**config.mk**
```make
export PLATFORM = sky130hd
export DESIGN_NAME = win_screen_ctrl
export DESIGN_NICKNAME = d
export VERILOG_FILES = /design/src/rtl/win_screen_ctrl.sv
export SDC_FILE = /design/constraint.sdc
export NUM_CORES = 1
export LEC_CHECK = 0
export BUFFER_PORTS_ARGS = -buffer_cell sky130_fd_sc_hd__buf_2
export CORE_MARGIN = 2
export CORE_UTILIZATION = 40
export CTS_CLUSTER_SIZE = 25
export DETAILED_ROUTE_END_ITERATION = 16
export PLACE_DENSITY_LB_ADDON = 0.2
export REMOVE_ABC_BUFFERS = 1
export SLEW_MARGIN = 20
export SYNTH_ARGS = -nofsm -noshare
export SYNTH_HDL_FRONTEND = slang
export SYNTH_SLANG_ARGS = --single-unit
```
**constraint.sdc**
```tcl
create_clock -name clk -period 2.42 [get_ports clk]
set_input_delay 0.484 -clock clk [delete_from_list [all_inputs] [get_ports clk]]
set_output_delay 0.484 -clock clk [all_outputs]
set_load 0.02 [all_outputs]
```
**src/rtl/win_screen_ctrl.sv**
```systemverilog
// Winner banner controller: latches the winner, sequences reveal/blink/show,
// maps scan coordinates into banner space and colour-keys ROM pixels over the game layer.
module win_screen_ctrl #(
    parameter int          IMG_W         = 150,
    parameter int          IMG_H         = 100,
    parameter int          X0            = 245,
    parameter int          Y0            = 190,
    parameter logic [11:0] KEY_CLR       = 12'hF0F,
    parameter int          BLINK_FRAMES  = 16,
    parameter int          REVEAL_FRAMES = 128
) (
    input  logic        clk,
    input  logic        rst,
    input  logic        game_over,
    input  logic        winner_in,
    input  logic        restart,
    input  logic        frame_tick,
    input  logic        video_on,
    input  logic [9:0]  vga_x,
    input  logic [8:0]  vga_y,
    input  logic [11:0] game_clr,
    output logic [9:0]  img_x,
    output logic [8:0]  img_y,
    output logic        winner_id,
    input  logic [11:0] rom_clr,
    output logic [11:0] pix_clr,
    output logic        active
);

    localparam logic [1:0] S_IDLE   = 2'd0;
    localparam logic [1:0] S_REVEAL = 2'd1;
    localparam logic [1:0] S_SHOW   = 2'd2;

    localparam int FW = (REVEAL_FRAMES > 1) ? $clog2(REVEAL_FRAMES) : 1;
    localparam int BW = (BLINK_FRAMES > 1) ? $clog2(BLINK_FRAMES) : 1;
    localparam logic [FW-1:0] FRAME_LAST = FW'(REVEAL_FRAMES - 1);
    localparam logic [BW-1:0] BLINK_LAST = BW'(BLINK_FRAMES - 1);

    localparam logic [9:0] X_LO = 10'(X0);
    localparam logic [9:0] X_HI = 10'(X0 + IMG_W - 1);
    localparam logic [8:0] Y_LO = 9'(Y0);
    localparam logic [8:0] Y_HI = 9'(Y0 + IMG_H - 1);

    logic [1:0]    r_state;
    logic [FW-1:0] r_frame_cnt;
    logic [BW-1:0] r_blink_cnt;
    logic          r_blink_on;
    logic          r_winner;
    logic          r_active;

    logic [9:0]    r_img_x;
    logic [8:0]    r_img_y;
    logic          r_vis1, r_vid1, r_vis2, r_vid2;
    logic [11:0]   r_gclr1, r_gclr2, r_pix_clr;

    logic          w_in_win;

    // NOTE: every state bit uses <= so all registers sample pre-edge values together.
    always_ff @(posedge clk or posedge rst) begin
        if (rst) begin
            r_state     <= S_IDLE;
            r_frame_cnt <= '0;
            r_blink_cnt <= '0;
            r_blink_on  <= 1'b1;
            r_winner    <= 1'b0;
            r_active    <= 1'b0;
        end else begin
            case (r_state)
                S_IDLE: begin
                    if (game_over) begin
                        r_state     <= S_REVEAL;
                        r_winner    <= winner_in;
                        r_frame_cnt <= '0;
                        r_blink_cnt <= '0;
                        r_blink_on  <= 1'b1;
                        r_active    <= 1'b1;
                    end
                end
                S_REVEAL: begin
                    if (restart) begin
                        r_state  <= S_IDLE;
                        r_active <= 1'b0;
                    end else if (frame_tick) begin
                        if (r_frame_cnt == FRAME_LAST) begin
                            r_state    <= S_SHOW;
                            r_blink_on <= 1'b1;
                        end else begin
                            r_frame_cnt <= r_frame_cnt + 1'b1;
                            if (r_blink_cnt == BLINK_LAST) begin
                                r_blink_cnt <= '0;
                                r_blink_on  <= ~r_blink_on;
                            end else begin
                                r_blink_cnt <= r_blink_cnt + 1'b1;
                            end
                        end
                    end
                end
                S_SHOW: begin
                    r_blink_on <= 1'b1;
                    if (restart) begin
                        r_state  <= S_IDLE;
                        r_active <= 1'b0;
                    end
                end
                default: begin
                    r_state  <= S_IDLE;
                    r_active <= 1'b0;
                end
            endcase
        end
    end

    assign w_in_win = video_on && (vga_x >= X_LO) && (vga_x <= X_HI)
                   && (vga_y >= Y_LO) && (vga_y <= Y_HI);

    // Subtraction is only selected inside the window, so it never underflows.
    always_ff @(posedge clk or posedge rst) begin
        if (rst) begin
            r_img_x   <= '0;
            r_img_y   <= '0;
            r_vis1    <= 1'b0;
            r_vid1    <= 1'b0;
            r_gclr1   <= '0;
            r_vis2    <= 1'b0;
            r_vid2    <= 1'b0;
            r_gclr2   <= '0;
            r_pix_clr <= '0;
        end else begin
            r_img_x <= w_in_win ? (vga_x - X_LO) : 10'd0;
            r_img_y <= w_in_win ? (vga_y - Y_LO) : 9'd0;
            r_vis1  <= w_in_win && r_active && r_blink_on;
            r_vid1  <= video_on;
            r_gclr1 <= game_clr;

            r_vis2  <= r_vis1;
            r_vid2  <= r_vid1;
            r_gclr2 <= r_gclr1;

            if (!r_vid2)
                r_pix_clr <= 12'h000;
            else if (r_vis2 && (rom_clr != KEY_CLR))
                r_pix_clr <= rom_clr;
            else
                r_pix_clr <= r_gclr2;
        end
    end

    assign img_x     = r_img_x;
    assign img_y     = r_img_y;
    assign winner_id = r_winner;
    assign pix_clr   = r_pix_clr;
    assign active    = r_active;

endmodule

```
# [After elaboration in Yosys (flattened, before gate mapping)]
# Index checks and enable logic that the tools add are counted.
[totals] ff_bits=75 in_bits=50 word_cells=83
[op_classes] addsub=4 n_lt_le_gt_ge=4 eq_ne=14 n_mux=29 bitwise=1 reduce_logical=16
[ops] cell="7-bit two-way mux" count=4
[ops] cell="12-bit two-way mux" count=2
[ops] cell="4-bit two-way mux" count=5
[ops] cell="7-bit one-hot mux with 2 select lines" count=1
[ops] cell="12-bit != test (second input constant)" count=1
[ops] cell="10-bit by 8-bit greater-or-equal comparator with 1-bit output (second input constant)" count=1
[ops] cell="10-bit by 9-bit less-or-equal comparator with 1-bit output (second input constant)" count=1
[ops] cell="10-bit two-way mux" count=1
[ops] cell="2-bit two-way mux" count=5
[ops] cell="2-bit != test (second input constant)" count=5
[ops] cell="5-bit AND reduction" count=2
[ops] cell="10-bit by 8-bit subtractor with 10-bit output (second input constant)" count=1
[ops] cell="9-bit by 8-bit greater-or-equal comparator with 1-bit output (second input constant)" count=1
[ops] cell="9-bit less-or-equal comparator (second input constant)" count=1
[ops] cell="9-bit two-way mux" count=1
[ops] cell="3-bit != test (second input constant)" count=3
[ops] cell="9-bit by 8-bit subtractor with 9-bit output (second input constant)" count=1
[ops] cell="4-bit one-hot mux with 2 select lines" count=1
[ops] cell="7-bit by 1-bit adder with 7-bit output (second input constant)" count=1
[ops] cell="7-bit equality test (second input constant)" count=1
[ops] cell="1-bit logical AND" count=7
[ops] cell="1-bit two-way mux" count=6
[ops] cell="2-bit one-hot mux with 3 select lines" count=1
[ops] cell="4-bit by 1-bit adder with 4-bit output (second input constant)" count=1
[ops] cell="13 further kinds" count=14

# [Longest topological paths before layout]
# Gate-level depths: netlist of run 1.
[depth] depth_word=7 depth_mapped=8

# [Worst setup path before layout of run 1]
# No wires, ideal clock.
[synth_timing] path_kind="in2reg" startpoint="input port rom_clr[4]" endpoint="register r_pix_clr[0], in the netlist pix_clr[0]" setup_ns=0.120 arrival_ns=1.776 setup_slack_ns=0.524 path_stages=6 path_buffers=1 cell_sequence="or4b_1 -> nor3_2 -> a41o_1 -> buf_6 -> mux2i_1 -> nor2b_1"
[synth_between] elab_chain_len=4
[synth_lines] item="start, declared" line="25" text="input logic [11:0] rom_clr,"
[synth_lines] item="12-bit != test" line="141" text="else if (r_vis2 && (rom_clr != KEY_CLR))"
[synth_lines] item="1-bit logical AND" line="141"
[synth_lines] item="12-bit two-way mux" line="141"
[synth_lines] item="12-bit two-way mux" line="139" text="if (!r_vid2)"
[synth_lines] item="end signal, assigned" line="142" text="r_pix_clr <= rom_clr;"
[synth_lines] item="end signal, assigned" line="144" text="r_pix_clr <= r_gclr2;"
[synth_lines] item="end, declared" line="54" text="logic [11:0] r_gclr1, r_gclr2, r_pix_clr;"
# No other way between the ends.
# A chain may end at the register's enable or synchronous reset.

# [Final worst setup path of run 1]
[layout_timing] startpoint="register r_state[1]" endpoint="register r_blink_cnt[3]"
[layout_between] elab_chain_len=3
[layout_lines] item="start, declared" line="44" text="logic [1:0] r_state;"
[layout_lines] item="start signal, assigned" line="61" text="r_state <= S_IDLE;"
[layout_lines] item="start signal, assigned" line="71" text="r_state <= S_REVEAL;"
[layout_lines] item="start signal, assigned" line="81" text="r_state <= S_IDLE;"
[layout_lines] item="2-bit by 1-bit equality test with 1-bit output or 2-bit logical NOT (tied branches)" line="68" text="case (r_state)"
[layout_lines] item="2-bit != test (no line) or 2-bit nonzero test (tied branches)"
[layout_lines] item="5-bit AND reduction (no line)"
[layout_lines] item="end signal, assigned" line="93" text="r_blink_cnt <= r_blink_cnt + 1'b1;"
[layout_lines] item="end, declared" line="46" text="logic [BW-1:0] r_blink_cnt;"
# Parallel ways exist; a longest one is shown, timed or not.

==> flow_metrics.tcl, run 1 <==
set metrics [dict create \
    power.share.clock_pct 34.8 \
    synth_top_area_cell "dfrtp_1" \
    yosysWarnings 0 \
    post-dp-hpwl_mm 4.468 \
    cts_tree "built" \
    maxCapViolations 0 \
    synthTopCellsByArea "dfrtp_1 (60%), ha_1 (4.0%), nor2_1 (3.7%)" \
    synthFlopType "dfrtp_1" \
    period_minus_slack_ns 2.101 \
    num_rows 32 \
    core-area_sq_um 7607 \
    ys_async_sr_fraction_pct 100.0 \
    cts_hold_buf 0 \
    syn_area_per_cell_sq_um 11.59 \
    synth_edf_count 0 \
    postSynthCellCount 268 \
    worstSkewPairLatency_ns 0.34 \
    ctsHtreeMaxLevel 3 \
    setup-violations-final 0 \
    tns_ns 0 \
    slowest_stage "dfrtp_1" \
    portBuffers 82 \
    hold_violations 0 \
    grt_pass1_vias 2185 \
    start_util_pct 40.84 \
    vias_per_cell 4.753 \
    power_mw 3.131 \
    swShare_pct 28.59 \
    r2r_cells 7 \
    via_count 2229 \
    yosys-top-cells-count "dfrtp_1 (74), nor2_1 (31), inv_1 (15)" \
    totalWireLength_mm 5.909 \
    worstSetupStartpointType "flip-flop" \
    post_cts.repair.setup_buffers 0 \
    n_antenna_cell 0 \
    path_cells "inv_1, ha_1, inv_1, nor2_1, nand3b_1, or2_2, o31ai_1" \
    wl_per_cell_microns 12.60 \
    clk_pin_slew_worst_paths_ns 0.08 \
    relSlewSlack_pct 52.26 \
    internal_power_mw 2.236 \
    syn_area_sq_um 3107 \
    antenna_found_initial 0 \
    worstPathMaxFanout 12 \
    io_pins 83 \
    gp_congestion 0.8229 \
    yosysMostFrequentCell "dfrtp_1" \
    rsz0062_at_grt "false" \
    synth_top_area_share_pct 59.61 \
    dp_worst_setup_slack_ns 0.1326 \
    postCtsResizedCells 0 \
    dieArea_sq_um 8488 \
    gr-total-overflow 0 \
    drt_iter0_markers 45 \
    fmax_mhz 476.0 \
    crit_top_cell "inv_1" \
    grt_pass1_wl_mm 9.811 \
    combPwrFrac_pct 18.9 \
    cp-end-kind "flip-flop" \
    root_buffer "clkbuf_8" \
    area_growth_pct 25.65 \
    drc_errors 0 \
    seq_power_share_pct 46.3 \
    critPathMaxStageDelay_ns 0.41 \
    ys_seq_area_share_pct 60.45 \
    slew_viol_final 0 \
    die_x_microns 92.13 \
    total_leakage_power_nw 1.988 \
    nets 422 \
    worstMarginPinSlew_ns 0.7140 \
    clock_path_buffers 2 \
    critPathArrivalTime_ns 2.34 \
    numCtsBuffers 9 \
    drt_first_pass_iters 4 \
    grt_max_degree 29 \
    ys_ff_latch 75 \
    postRouteAntennaNets 0 \
    clkSinkCount 75 \
    fp.dieH_microns 92.13 \
    synth_cell_types 47 \
    final_layout_size_suffix_gt1_share_pct 30.79 \
    critPathKind "reg -> reg" \
    required_ns 2.66 \
    worst_slack_ns 0.3191 \
    p_per_area_nw_per_um2 802.0 \
    peakVddDrop_mv 0.2861 \
    min_path_type "in -> async" \
    power_switching_mw 0.8950 \
    grt_util_all_layers_pct 15.04 \
    min_period_over_period_pct 86.81 \
    status "finished, final reports clean" \
    finClkSkew_ns 0.007027 \
]
## cells in the final DEF (no fill, tap or decap), types with 3 or more instances in the layout
| cell type | instances |
|---|---|
| nand2b_1 | 3 |
| mux2i_1 | 8 |
| o221a_2 | 3 |
| ha_1 | 10 |
| inv_1 | 14 |
| a211oi_1 | 3 |
| nand4_1 | 5 |
| xnor2_1 | 4 |
| buf_4 | 4 |
| clkbuf_8 | 10 |
| a31oi_1 | 6 |
| nand3_1 | 10 |
| xor2_1 | 8 |
| nor2_1 | 31 |
| buf_2 | 82 |
| dfrtp_1 | 74 |
| nand2_1 | 14 |
| nor2b_1 | 11 |
| a21oi_1 | 13 |
| o21ai_0 | 10 |
## path summary, 6_finish.rpt
path	start	endpoint	slack, ns
hold reg to reg	r_gclr1[3]$_DFF_PP0_	r_gclr2[3]$_DFF_PP0_	0.35
max in group asynchronous	rst	r_blink_on$_DFFE_PP1P_	1.61
setup / recovery	r_state[1]$_DFFE_PP0P_	r_blink_cnt[3]$_DFFE_PP0P_	0.32
min in group clk	game_clr[10]	r_gclr1[10]$_DFF_PP0_	0.24
hold / removal	rst	r_vis1$_DFF_PP0_	0.18
setup reg to reg	r_state[1]$_DFFE_PP0P_	r_blink_cnt[3]$_DFFE_PP0P_	0.32
## critical path, delay by kind of cell (launching register included)
family / cells / cell delay, ns
simple gates: 3 / 0.68
flops: 1 / 0.41
fa+ha+maj: 1 / 0.38
buf+inv: 2 / 0.27
compound gates: 1 / 0.26
## cells by family after synthesis
| group | after synthesis | share of synthesized area, % |
|---|---|---|
| buffers and inverters | 19 | 2.618 |
| AO/OA/AOI/OAI | 56 | 12.44 |
| flip-flops | 75 | 60.45 |
| multiplexers | 10 | 3.303 |
| adder cells (fa/ha/maj) | 10 | 4.027 |
| AND/OR/NAND/NOR | 86 | 13.77 |
| XOR/XNOR | 12 | 3.383 |
## registers in the layout (all words and copies together), names as in the netlist, 2 cells and up
register / flops
r_state: 2
r_gclr2: 12
img_y: 9
r_gclr1: 12
r_frame_cnt: 7
pix_clr: 12
r_blink_cnt: 4
img_x: 10
## stage by stage
step	hold WS (ns)	std cells	utilization, %	instance area (sq um)
final	0.1778	469	51.32	3904
after global routing	0.1999	469	51.32	3904
after CTS	0.1809	469	51.32	3904
after detailed placement	0.3347	453	48.24	3670
after global placement	0.3326	453	48.24	3670
after floorplan	0.3312	264	-	3082
## area by class of cell
| type | count | area [sq um] |
|---|---|---|
| clock inverter | 6 | 96.34 |
| clock buffer | 10 | 137.6 |
| sequential | 75 | 1878 |
| timing repair buffer | 87 | 460.4 |
| tap | 102 | 127.6 |
| fill | 730 | 3704 |
| inverter | 15 | 56.30 |
| multi-input combinational | 174 | 1147 |
## layer usage
| layer | vias up | global-route usage, % | share of wire (%) |
|---|---|---|---|
| met4 | 0 | 7.463 | 1.6 |
| met1 | 1047 | 18.68 | 45 |
| met2 | 52 | 23.77 | 48 |
| met5 | - | 0 | 0 |
| li1 | 1122 | - | - |
| met3 | 8 | 4.684 | 4.9 |
## power by group through the flow
stage / sequential, mW / combinational [mW] / clock, mW
global placement: 1.47 / 0.588 / 0
global route: 1.47 / 0.678 / 1.19
detailed placement: 1.48 / 0.601 / 0
finish: 1.45 / 0.592 / 1.09
CTS: 1.45 / 0.603 / 1.12
floorplan: 1.50 / 0.375 / 0
No activity file was read; power rests on OpenSTA's default activity.
==> run 2, diff against run 1 <==
--- a/config.mk
+++ b/config.mk
@@ -10,6 +10,7 @@
 export CORE_UTILIZATION = 40
 export CTS_CLUSTER_SIZE = 25
 export DETAILED_ROUTE_END_ITERATION = 16
+export MAX_ROUTING_LAYER = met4
 export PLACE_DENSITY_LB_ADDON = 0.2
 export REMOVE_ABC_BUFFERS = 1
 export SLEW_MARGIN = 20
==> run 2 against run 1 <==
  * Setup slack hardly changed
  * Clock power is essentially flat
  * Hold slack about the same
  * Largest power group unchanged
  * Critical endpoint unchanged
  * Highest routed layer unchanged
  * First-iteration DRC count rose by 18%
  * Global-route usage up 0.37 points
  * Cell count unchanged
  * Utilization is the same
==> flow_metrics.tcl, run 2 (same netlist as run 1, synthesis figures left out) <==
set metrics [dict create \
    status "finished, final reports clean" \
    use_met1_pct 18.73 \
    wl_per_cell_microns 12.61 \
    met3_usage_pct 4.108 \
    post_cts.repair.setup_buffers 0 \
    peakVddDrop_mv 0.2861 \
    portBuffers 82 \
    critPathKind "reg -> reg" \
    layout_commonest_cell "buf_2" \
    maxCapViolations 0 \
    met2_usage_pct 23.77 \
    antenna_found_initial 0 \
    numCtsBuffers 9 \
    drc_errors 0 \
    start_util_pct 40.84 \
    p_per_area_nw_per_um2 802.1 \
    fin_hold_ws_ns 0.1778 \
    grt_pass1_vias 2184 \
    setup.worst_path.start "r_state[1]$_DFFE_PP0P_" \
    dp_worst_setup_slack_ns 0.1326 \
    cpLargestDelayFamily "simple AND/OR/NAND/NOR gates" \
    root_buffer "clkbuf_8" \
    via_count 2229 \
    tns_ns 0 \
    postRouteAntennaNets 0 \
    ctsHtreeMaxLevel 3 \
    n_antenna_cell 0 \
    required_ns 2.66 \
    stdcell_area_sq_um 3904 \
    path_cells "inv_1, ha_1, inv_1, nor2_1, nand3b_1, or2_2, o31ai_1" \
    dieArea_sq_um 8488 \
    io_pins 83 \
    min_period_over_period_pct 86.83 \
    total_leakage_power_nw 1.988 \
    hold_violations 0 \
    rrSetupSlack_ns 0.32 \
    crit_buf_inv 2 \
    area_growth_pct 25.65 \
    grt_util_all_layers_pct 15.41 \
    fmax_mhz 475.9 \
    worst_slack_ns 0.3188 \
    placed_cell_area_sq_um 3670 \
    period_minus_slack_ns 2.101 \
    clk_pin_slew_worst_paths_ns 0.08 \
    grt_pass1_wl_mm 9.791 \
    slew_viol_final 0 \
    gr-total-overflow 0 \
    grt_max_degree 29 \
    fp.dieH_microns 92.13 \
    top_usage_layer "met2" \
    nets 422 \
    worstPathMaxFanout 12 \
    crit_top_cell "inv_1" \
    final_cell_mix "buf_2 (82), dfrtp_1 (74), nor2_1 (31), inv_1 (14), nand2_1 (14)" \
    clkSinkCount 75 \
    fin_cells 469 \
    rr_startpoint "r_state[1]$_DFFE_PP0P_" \
    slowest_stage "dfrtp_1" \
    postCtsResizedCells 0 \
    final_layout_size_suffix_gt1_share_pct 30.79 \
    r2r_cells 7 \
    setup-violations-final 0 \
    worstSkewPairLatency_ns 0.34 \
    crit_cells 7 \
    critPathMaxStageDelay_ns 0.41 \
    drt_iter0_markers 53 \
    relSlewSlack_pct 52.26 \
    cts_hold_buf 0 \
    critPathArrivalTime_ns 2.34 \
    cp-end-kind "flip-flop" \
    finClkSkew_ns 0.007027 \
    core-area_sq_um 7607 \
    min_path_type "in -> async" \
    r2r_end "r_blink_cnt[3]$_DFFE_PP0P_" \
    drt_first_pass_iters 4 \
    worstMarginPinSlew_ns 0.7140 \
    rsz0062_at_grt "false" \
    vias_per_cell 4.753 \
    post-dp-hpwl_mm 4.468 \
    power_mw 3.131 \
    cts_tree "built" \
    num_rows 32 \
    clock_path_buffers 2 \
    totalWireLength_mm 5.913 \
    worstSetupStartpointType "flip-flop" \
    gp_congestion 0.8353 \
    dp.cells 453 \
    layout.core_utilization_pct 51.32 \
    fillers 730 \
    endpoint "r_blink_cnt[3]$_DFFE_PP0P_" \
    die_x_microns 92.13 \
]
-- run 2: cell counts in the layout (fill, tap and decap cells not counted) --
Identical to the previous run, type by type.
-- run 2: report_power, final --
part           internal (mW)  switching [mW]  leakage (nW)  total [mW]
clock                  0.621           0.468         0.115        1.09
sequential              1.37          0.0784         0.960        1.45
combinational          0.244           0.348         0.913       0.592
-- run 2: worst min-delay path by stage --
stage / depth (start not counted) / slack (ns) / to
5_1_grt: 2 / 0.20 / r_frame_cnt[1]$_DFFE_PP0P_
3_3_place_gp: 0 / 0.33 / r_gclr2[5]$_DFF_PP0_
3_5_place_dp: 0 / 0.33 / r_gclr2[3]$_DFF_PP0_
4_1_cts: 2 / 0.18 / r_vis1$_DFF_PP0_
6_report: 2 / 0.18 / r_vis1$_DFF_PP0_
2_1_floorplan: 0 / 0.33 / r_gclr2[0]$_DFF_PP0_
-- run 2: layout make-up --
| class | count | area (sq um) | area share (%) |
|---|---|---|---|
| multi-input cells | 174 | 1147 | 29.39 |
| clock inverters | 6 | 96.34 | 2.468 |
| flip-flops and latches | 75 | 1878 | 48.11 |
| clock buffers | 10 | 137.6 | 3.526 |
| inverters | 15 | 56.30 | 1.442 |
| repair buffers | 87 | 460.4 | 11.79 |
| well taps | 102 | 127.6 | 3.269 |
-- run 2: per-layer routing --
metal  share of wire (%)  wire (microns)  vias to the layer above
li1                    -               -                     1122
met1                  45            2670                     1047
met2                  48            2860                       52
met3                 4.8             286                        8
met4                 1.6              95                        0
met5                   0               0                        -
